[config.mk]
export PLATFORM = sky130hd
export DESIGN_NAME = lsu_handshake_unit
export DESIGN_NICKNAME = d
export VERILOG_FILES = /design/src/rtl/lsu_handshake_unit.sv
export SDC_FILE = /design/constraint.sdc
export NUM_CORES = 1
export LEC_CHECK = 0
export CAP_MARGIN = 20
export CELL_PAD_IN_SITES_DETAIL_PLACEMENT = 1
export CELL_PAD_IN_SITES_GLOBAL_PLACEMENT = 2
export CORE_ASPECT_RATIO = 2
export CORE_MARGIN = 2
export CORE_UTILIZATION = 30
export CTS_BUF_LIST = sky130_fd_sc_hd__clkbuf_8 sky130_fd_sc_hd__clkbuf_16
export DETAILED_ROUTE_END_ITERATION = 8
export PLACE_DENSITY_LB_ADDON = 0.3
export SLEW_MARGIN = 5
export SYNTH_ARGS = -nofsm -noshare
export SYNTH_HDL_FRONTEND = slang
export SYNTH_SLANG_ARGS = --single-unit
[constraint.sdc]
create_clock -name clk -period 9.7 [get_ports clk]
set_clock_uncertainty 0.15 [all_clocks]
set_input_delay 1.94 -clock clk [delete_from_list [all_inputs] [get_ports clk]]
set_output_delay 1.94 -clock clk [all_outputs]
set_load 0.1 [all_outputs]
[src/rtl/lsu_handshake_unit.sv]
// Load/store unit for the memory stage: request/response handshake to an
// external memory with variable latency, pipeline stall, byte-lane steering,
// load extension, misalignment detection and a bus timeout.
//
// state | meaning
// ------+-----------------------------------------------------------
// IDLE  | no access outstanding; decode and accept new requests
// BUSY  | cs asserted, waiting for mem_valid or the timeout
// RESP  | one-cycle response; resp_valid high, pipeline released
module lsu_handshake_unit #(
  parameter int XLEN        = 32,
  parameter int TIMEOUT_CYC = 255,
  parameter int EN_TIMEOUT  = 1
) (
  input  logic              clk,
  input  logic              reset,
  input  logic              req_valid,
  input  logic              req_we,
  input  logic [2:0]        req_func3,
  input  logic [XLEN-1:0]   req_addr,
  input  logic [XLEN-1:0]   req_wdata,
  output logic              stall,
  output logic              resp_valid,
  output logic [XLEN-1:0]   load_data,
  output logic              misalign_exc,
  output logic              bus_fault,
  output logic              cs,
  output logic              mem_rd_wr,
  output logic [XLEN/8-1:0] mask,
  output logic [XLEN-1:0]   mem_addr,
  output logic [XLEN-1:0]   mem_write_data,
  input  logic [XLEN-1:0]   mem_read_data,
  input  logic              mem_valid
);

  localparam int NB    = XLEN / 8;
  localparam int OFF_W = $clog2(NB);
  // Only needs to reach TIMEOUT_CYC-1; one bit minimum for TIMEOUT_CYC == 1.
  localparam int CNT_W = (TIMEOUT_CYC > 1) ? $clog2(TIMEOUT_CYC) : 1;

  typedef enum logic [1:0] {
    ST_IDLE = 2'd0,
    ST_BUSY = 2'd1,
    ST_RESP = 2'd2
  } state_t;

  state_t            state_q, state_d;
  logic [CNT_W-1:0]  cnt_q, cnt_d;
  logic [XLEN-1:0]   addr_q, addr_d;
  logic [OFF_W-1:0]  off_q, off_d;
  logic [2:0]        func3_q, func3_d;
  logic              rd_q, rd_d;
  logic [NB-1:0]     mask_q, mask_d;
  logic [XLEN-1:0]   wdata_q, wdata_d;
  logic [XLEN-1:0]   load_q, load_d;

  logic              legal;
  logic              aligned;
  logic              accept;
  logic              tmo_hit;
  logic [OFF_W-1:0]  req_off;
  logic [NB-1:0]     mask_n;
  logic [XLEN-1:0]   wdata_n;
  logic [XLEN-1:0]   shifted;
  logic [XLEN-1:0]   lifted;
  logic [7:0]        ext_sh;
  logic [XLEN-1:0]   load_fmt;

  assign req_off = req_addr[OFF_W-1:0];

  // Decode whether funct3 names a supported access for this XLEN, and alignment.
  always_comb begin
    legal = 1'b0;
    if (req_we) begin
      case (req_func3)
        3'b000, 3'b001, 3'b010: legal = 1'b1;
        3'b011:                 legal = (XLEN == 64);
        default:                legal = 1'b0;
      endcase
    end else begin
      case (req_func3)
        3'b000, 3'b001, 3'b010, 3'b100, 3'b101: legal = 1'b1;
        3'b011, 3'b110:                         legal = (XLEN == 64);
        default:                                legal = 1'b0;
      endcase
    end
    case (req_func3[1:0])
      2'b00:   aligned = 1'b1;
      2'b01:   aligned = ~req_addr[0];
      2'b10:   aligned = (req_addr[1:0] == 2'b00);
      default: aligned = (req_addr[2:0] == 3'b000);
    endcase
  end

  assign accept       = (state_q == ST_IDLE) & req_valid & legal & aligned;
  assign misalign_exc = (state_q == ST_IDLE) & req_valid & ~(legal & aligned);

  // Build the byte-lane mask and replicated store data for the incoming request.
  always_comb begin
    case (req_func3[1:0])
      2'b00: begin
        mask_n  = NB'(1) << req_off;
        wdata_n = {NB{req_wdata[7:0]}};
      end
      2'b01: begin
        mask_n  = NB'(3) << req_off;
        wdata_n = {(XLEN/16){req_wdata[15:0]}};
      end
      2'b10: begin
        mask_n  = NB'(15) << req_off;
        wdata_n = {(XLEN/32){req_wdata[31:0]}};
      end
      default: begin
        mask_n  = '1;
        wdata_n = req_wdata;
      end
    endcase
    if (!req_we) begin
      mask_n = '0;
    end
  end

  // Align the read data to bit 0 and extend it; the shift-up/shift-down pair
  // avoids zero-width replications when the access is already full width.
  always_comb begin
    shifted = mem_read_data >> {off_q, 3'b000};
    case (func3_q[1:0])
      2'b00:   ext_sh = 8'(XLEN - 8);
      2'b01:   ext_sh = 8'(XLEN - 16);
      2'b10:   ext_sh = 8'(XLEN - 32);
      default: ext_sh = 8'd0;
    endcase
    lifted = shifted << ext_sh;
    if (func3_q[2]) begin
      load_fmt = lifted >> ext_sh;
    end else begin
      load_fmt = $signed(lifted) >>> ext_sh;
    end
  end

  assign tmo_hit = (EN_TIMEOUT != 0) && (cnt_q == CNT_W'(TIMEOUT_CYC - 1));

  // Next-state, latch and counter logic.
  always_comb begin
    state_d = state_q;
    cnt_d   = cnt_q;
    addr_d  = addr_q;
    off_d   = off_q;
    func3_d = func3_q;
    rd_d    = rd_q;
    mask_d  = mask_q;
    wdata_d = wdata_q;
    load_d  = load_q;
    case (state_q)
      ST_IDLE: begin
        if (accept) begin
          state_d = ST_BUSY;
          cnt_d   = '0;
          addr_d  = {req_addr[XLEN-1:OFF_W], {OFF_W{1'b0}}};
          off_d   = req_off;
          func3_d = req_func3;
          rd_d    = ~req_we;
          mask_d  = mask_n;
          wdata_d = wdata_n;
        end
      end
      ST_BUSY: begin
        if (cnt_q != '1) begin
          cnt_d = cnt_q + 1'b1;
        end
        if (mem_valid) begin
          state_d = ST_RESP;
          if (rd_q) begin
            load_d = load_fmt;
          end
        end else if (tmo_hit) begin
          state_d = ST_RESP;
          if (rd_q) begin
            load_d = '0;
          end
        end
      end
      ST_RESP: begin
        state_d = ST_IDLE;
      end
      default: begin
        state_d = ST_IDLE;
      end
    endcase
  end

  // State and latched-request registers.
  always_ff @(posedge clk or posedge reset) begin
    if (reset) begin
      state_q <= ST_IDLE;
      cnt_q   <= '0;
      addr_q  <= '0;
      off_q   <= '0;
      func3_q <= '0;
      rd_q    <= 1'b0;
      mask_q  <= '0;
      wdata_q <= '0;
      load_q  <= '0;
    end else begin
      state_q <= state_d;
      cnt_q   <= cnt_d;
      addr_q  <= addr_d;
      off_q   <= off_d;
      func3_q <= func3_d;
      rd_q    <= rd_d;
      mask_q  <= mask_d;
      wdata_q <= wdata_d;
      load_q  <= load_d;
    end
  end

  assign stall          = accept | (state_q == ST_BUSY);
  assign cs             = (state_q == ST_BUSY);
  assign resp_valid     = (state_q == ST_RESP);
  assign bus_fault      = (state_q == ST_BUSY) & tmo_hit & ~mem_valid;
  assign load_data      = load_q;
  assign mem_rd_wr      = rd_q;
  assign mask           = mask_q;
  assign mem_addr       = addr_q;
  assign mem_write_data = wdata_q;

endmodule
### Yosys cells after proc, flatten, opt, wreduce, memory -nomap -nowiden

Cells that the tools add are included.

| word-level totals | value |
|---|---|
| bits in writable memories | 0 |
| memories kept | 0 |
| word-level logic and storage cells | 77 |
| bits in latches | 0 |
| memory bits (read-only) | 0 |
| output and inout bits | 106 |
| input port bits | 104 |
| register bits | 114 |

| operators by class | value |
|---|---|
| divide/modulo/power cells | 0 |
| multiply operators | 0 |
| equality and inequality tests | 14 |
| shifts and indexed selects | 7 |
| muxes and demuxes | 20 |
| bitwise operators | 12 |
| $add $sub $neg | 1 |
| order comparisons | 0 |
| reductions and logical operators | 14 |

Operators by type and width:

| cell | count |
|---|---|
| 32-bit 2-to-1 mux | 5 |
| 32-bit one-hot mux with 2 select lines | 1 |
| 32-bit by 8-bit << shifter with 32-bit output | 1 |
| 32-bit by 5-bit >> shifter with 32-bit output | 1 |
| 32-bit by 8-bit >> shifter with 32-bit output | 1 |
| 32-bit by 8-bit >>> shifter with 32-bit output | 1 |
| 8-bit 2-to-1 mux | 2 |
| 8-bit one-hot mux with 2 select lines | 1 |
| 4-bit one-hot mux with 3 select lines | 1 |
| 5-bit one-hot mux with 2 select lines | 1 |
| 8-bit by 1-bit adder with 8-bit output, second input constant | 1 |
| 8-bit equality test, second input constant | 1 |
| 2-bit zero test | 4 |
| 8-bit != test, second input constant | 1 |
| 1-bit bitwise AND | 7 |
| 2-bit by 1-bit equality test with 1-bit output, second input constant | 3 |
| 3-bit equality test, second input constant | 2 |
| 3-bit zero test | 2 |
| 2-bit 2-to-1 mux | 3 |
| 3-bit AND reduction | 2 |
| 5-bit OR reduction | 1 |
| 2-bit equality test, second input constant | 2 |
| 4-bit 2-to-1 mux | 1 |
| 1-bit inverter | 4 |
| other kinds (15) | 19 |

### Depth between registers and ports, before layout

| depth | value |
|---|---|
| word-level depth | 8 |
| depth in mapped cells | 10 |
| mapped depth without buffers | 6 |

### Worst setup path after synthesis

OpenSTA, ideal clock, no wires.

| timing | value |
|---|---|
| path type | input to output |
| from | in mem_valid |
| to | out bus_fault |
| data arrival time | 5.053 ns |
| setup slack | 2.557 ns |
| data required time | 7.610 ns |
| path buffers | 1 |
| stages | 2 |
| path through | clkbuf_1 > nor4_1 |

| on the way | value |
|---|---|
| longest elaborated chain between the ends | 2 |

RTL lines:

| element | line | source |
|---|---|---|
| from (decl) | 33 | `input logic mem_valid` |
| 1-bit inverter | 220 | `assign bus_fault = (state_q == ST_BUSY) & tmo_hit & ~mem_valid;` |
| 1-bit bitwise AND | 220 |  |
| to (decl) | 26 | `output logic bus_fault,` |

Every way passes these cells.

### Worst setup path after layout

| timing | value |
|---|---|
| from | in req_func3[1] |
| to | out stall |

| on the way | value |
|---|---|
| longest elaborated chain between the ends | 7 |
| elaborated cells between the ends (all ways) | 17 |
| classes of those cells | eq/ne (6); mux (4); bitwise (3); reduce/logical (4) |

RTL lines:

| element | line | source |
|---|---|---|
| from (decl) | 19 | `input logic [2:0] req_func3,` |
| 3-bit by 1-bit equality test with 1-bit output, or another cell as far along | 75, 81 |  |
| 5-bit OR reduction or 3-bit OR reduction (tied branches) | 81, 75 |  |
| 1-bit 2-to-1 mux, on equally long branches | 81, 75 |  |
| 1-bit 2-to-1 mux | 74 | `if (req_we) begin` |
| 1-bit bitwise AND | 95 | `assign accept = (state_q == ST_IDLE) & req_valid & legal & aligned;` |
| 1-bit bitwise AND (*) | 95 |  |
| 1-bit bitwise OR (*) | 217 | `assign stall = accept \| (state_q == ST_BUSY);` |
| to (decl) | 22 | `output logic stall,` |

Mark *: on every way between the ends. The rest lies on a longest branch, timed or not.

==> summary.md <==
| Metric | Value |
|---|---|
| Status | finished, final reports clean |
| Num ports | 210 |
| Hold WC Path Type | flop to flop |
| FF+latch count, synth | 114 |
| Crit-path slowest cell | clkdlybuf4s50_1 |
| Routed len/inst | 21.4 microns |
| Hold_buf cts | 0 |
| Core area | 18,700 sq um |
| CP cell instances | clkdlybuf4s50_1 -> inv_1 -> ha_1 -> nor2_4 -> o22a_1 -> a211oi_4 -> or2_1 -> clkdlybuf4s50_1 |
| Tmin final | 7670 ps |
| Measured slew at the worst slew-check pin | 1080 ps |
| CTS HTree Levels | 4 |
| Die area | 20,000 sq um |
| Longest Clk Path Bufs | 2 |
| Yosys cell types | 56 |
| Syn Std Cell Area | 5640 sq um |
| Layout area overhead | 49.0% |
| Max cap viols | 0 |
| Root Driver | clkbuf_16 |
| Layout cells sized above 1 | 8.10% |
| Post-synth top flop | dfrtp_1 |
| # DRC | 0 |
| # diodes | 0 |
| Clk_lat worst skew | 410 ps |
| Vias per Instance | 5.09 |
| RSZ-0062 raised after global routing | no |
| Total GRT Usage | 19.2% |
| Post-DP Area | 7810 sq um |
| FILL cells | 1,998 |
| Chip Height | 198 microns |
| Final Util | 45.1% |
| Share of the synthesized area in the top cell type | 50.6% |
| Initial Util | 30.2% |
| Finished Cell Area | 8410 sq um |
| DRT antenna net count | 0 |
| Data required time of the worst path | 7610 ps |
| Final setup TNS | 0 ps |
| CTS tree | built |
| Period utilization | 79.1% |
| CTS buffer count | 17 |
| Count of pins over their slew limit | 0 |
| Clock slew at reported path FFs | 50 ps |
| WS Path Type | input port to output pin |
| Postcts setup bufs | 0 |
| Mean Syn Cell Area | 12.4 sq um |
| Port bufs | 207 |
| Worst Path Max Fanout | 19 |
| Die W | 101 microns |
| Post-CTS sizing | 0 |
| Drt first pass iters | 4 |
| Initial DRC count | 129 |
| Pin count of the biggest net entering global routing | 61 |
| Yosys warns | 0 |
| Setup-failing EPs final | 0 |
| CTS sink cnt | 114 |
| Via count | 4,507 |
| F_max | 130 MHz |
| Async S/R FF share, synth | 100% |
| Antenna violations before repair | 0 |
| Worst hold slack | 324 ps |
| DPL Wire Length | 14,400 microns |
| Post-synth EDFFs | 0 |
| CP peak stage delay | 1130 ps |
| Routed wire length | 18,900 microns |
| Gr ovfl total | 0 |
| Row count | 71 |
| Seq/Total Area, Yosys | 50.6% |
| Synth area leader | dfrtp_1 |
| RD Place Congestion | 0.862 |
| Post-layout nets | 765 |
| Worst EP arrival | 5580 ps |
| Seq. cell area | 2850 sq um |
| Mapped Cells | 455 |
| Global-route wire length before repair | 28,700 microns |
| Multi-input gate area | 2540 sq um |
| Startpoint Class | input port |
| Final Hold Viols | 0 |
| Slew HR | 28.0% |
| Vias in the first global route | 5,125 |
| Worst Setup End Kind | output pin |
| Most used cell, CP | clkdlybuf4s50_1 |
| Synth top area cells | dfrtp_1, mux2_1, mux2i_1 |
[Yosys cell counts, types with 8 or more instances]
master,instances
a211o_1,8
a21bo_1,8
a221o_1,8
a22o_1,16
a22oi_1,8
buf_2,8
buf_6,10
dfrtp_1,114
inv_1,12
mux2_1,68
mux2_2,8
mux2i_1,36
nand2_1,26
nand4_1,9
nor2_1,20
[final timing paths]
check	from	cells after the start	slack, ps	endpoint
setup / recovery	req_func3[1]	8	2030	stall
hold / removal	load_data[3]	1	320	load_data[3]
setup reg to reg	off_q[1]	4	6840	load_data[29]
hold reg to reg	load_data[3]	1	320	load_data[3]
max in group asynchronous	reset	3	6260	cnt_q[5]
min in group asynchronous	reset	2	1850	mem_addr[5]
[stage by stage]
stage          setup WS, ps  std cells
5_1_grt                1850        886
3_3_place_gp           2070        854
6_report               2030        886
4_1_cts                1920        886
2_1_floorplan          2560        456
3_5_place_dp           1920        854
[kinds of logic after synthesis]
kind of cell	after synthesis	synth area share [%]
muxes	113	22.0
AOI/OAI and AO/OA	85	12.8
and+or+nand+nor	89	8.03
adders and majority gates	7	1.55
other	1	0.0665
buffers and inverters	44	4.77
xor gates and xnor gates	2	0.310
DFF	114	50.6
[metal layers]
metal / wire length (microns) / GRT usage (%)
met1: 6250 / 17.9
met2: 11100 / 37.9
met3: 1050 / 4.91
met4: 527 / 7.96
met5: 0 / 0
[sequential cells by signal (all words and copies together), names as in the netlist]
register	count
mask	4
cnt_q	8
mem_write_data	32
state_q	2
mem_rd_wr	1
off_q	2
load_data	32
mem_addr	30
func3_q	3
[placed cells by master, fill, tap and decap left out, types with 4 or more instances in the layout]
cell,synthesis,routed
a21oi_1,6,6
nor2_1,20,20
ha_1,7,7
nand3_1,7,7
clkinv_4,0,4
a21bo_1,8,8
o311ai_0,6,6
mux2_2,8,8
a22o_1,16,16
nor2b_1,6,6
o21ai_0,6,6
clkdlybuf4s50_1,0,207
dfrtp_1,114,114
a211o_1,8,8
a22oi_1,8,8
mux2i_1,36,36
buf_4,5,4
inv_1,12,11
a221o_1,8,8
nand2_1,26,26
clkbuf_16,0,17
mux2_1,68,68
nand4_1,9,9
nand2b_1,4,4
[worst max-delay path: cells and delay by family]
| family | cells | cell delay (ps) |
|---|---|---|
| simple gates | 2 | 310 |
| compound gates | 2 | 560 |
| buf+inv | 3 | 2120 |
| fa+ha+maj | 1 | 640 |
[final cells by class]
class                   instances  area share (%)
clock buffers                  18            5.22
flip-flops and latches        114            33.9
clock inverters                14            1.83
repair buffers                211            25.0
multi-input cells             298            30.2
well taps                     219            3.26
inverters                      12           0.566
Power is left out: the tool's default activity adds up to more than one toggle a clock period on the data nets, which glitch-free logic cannot reach.
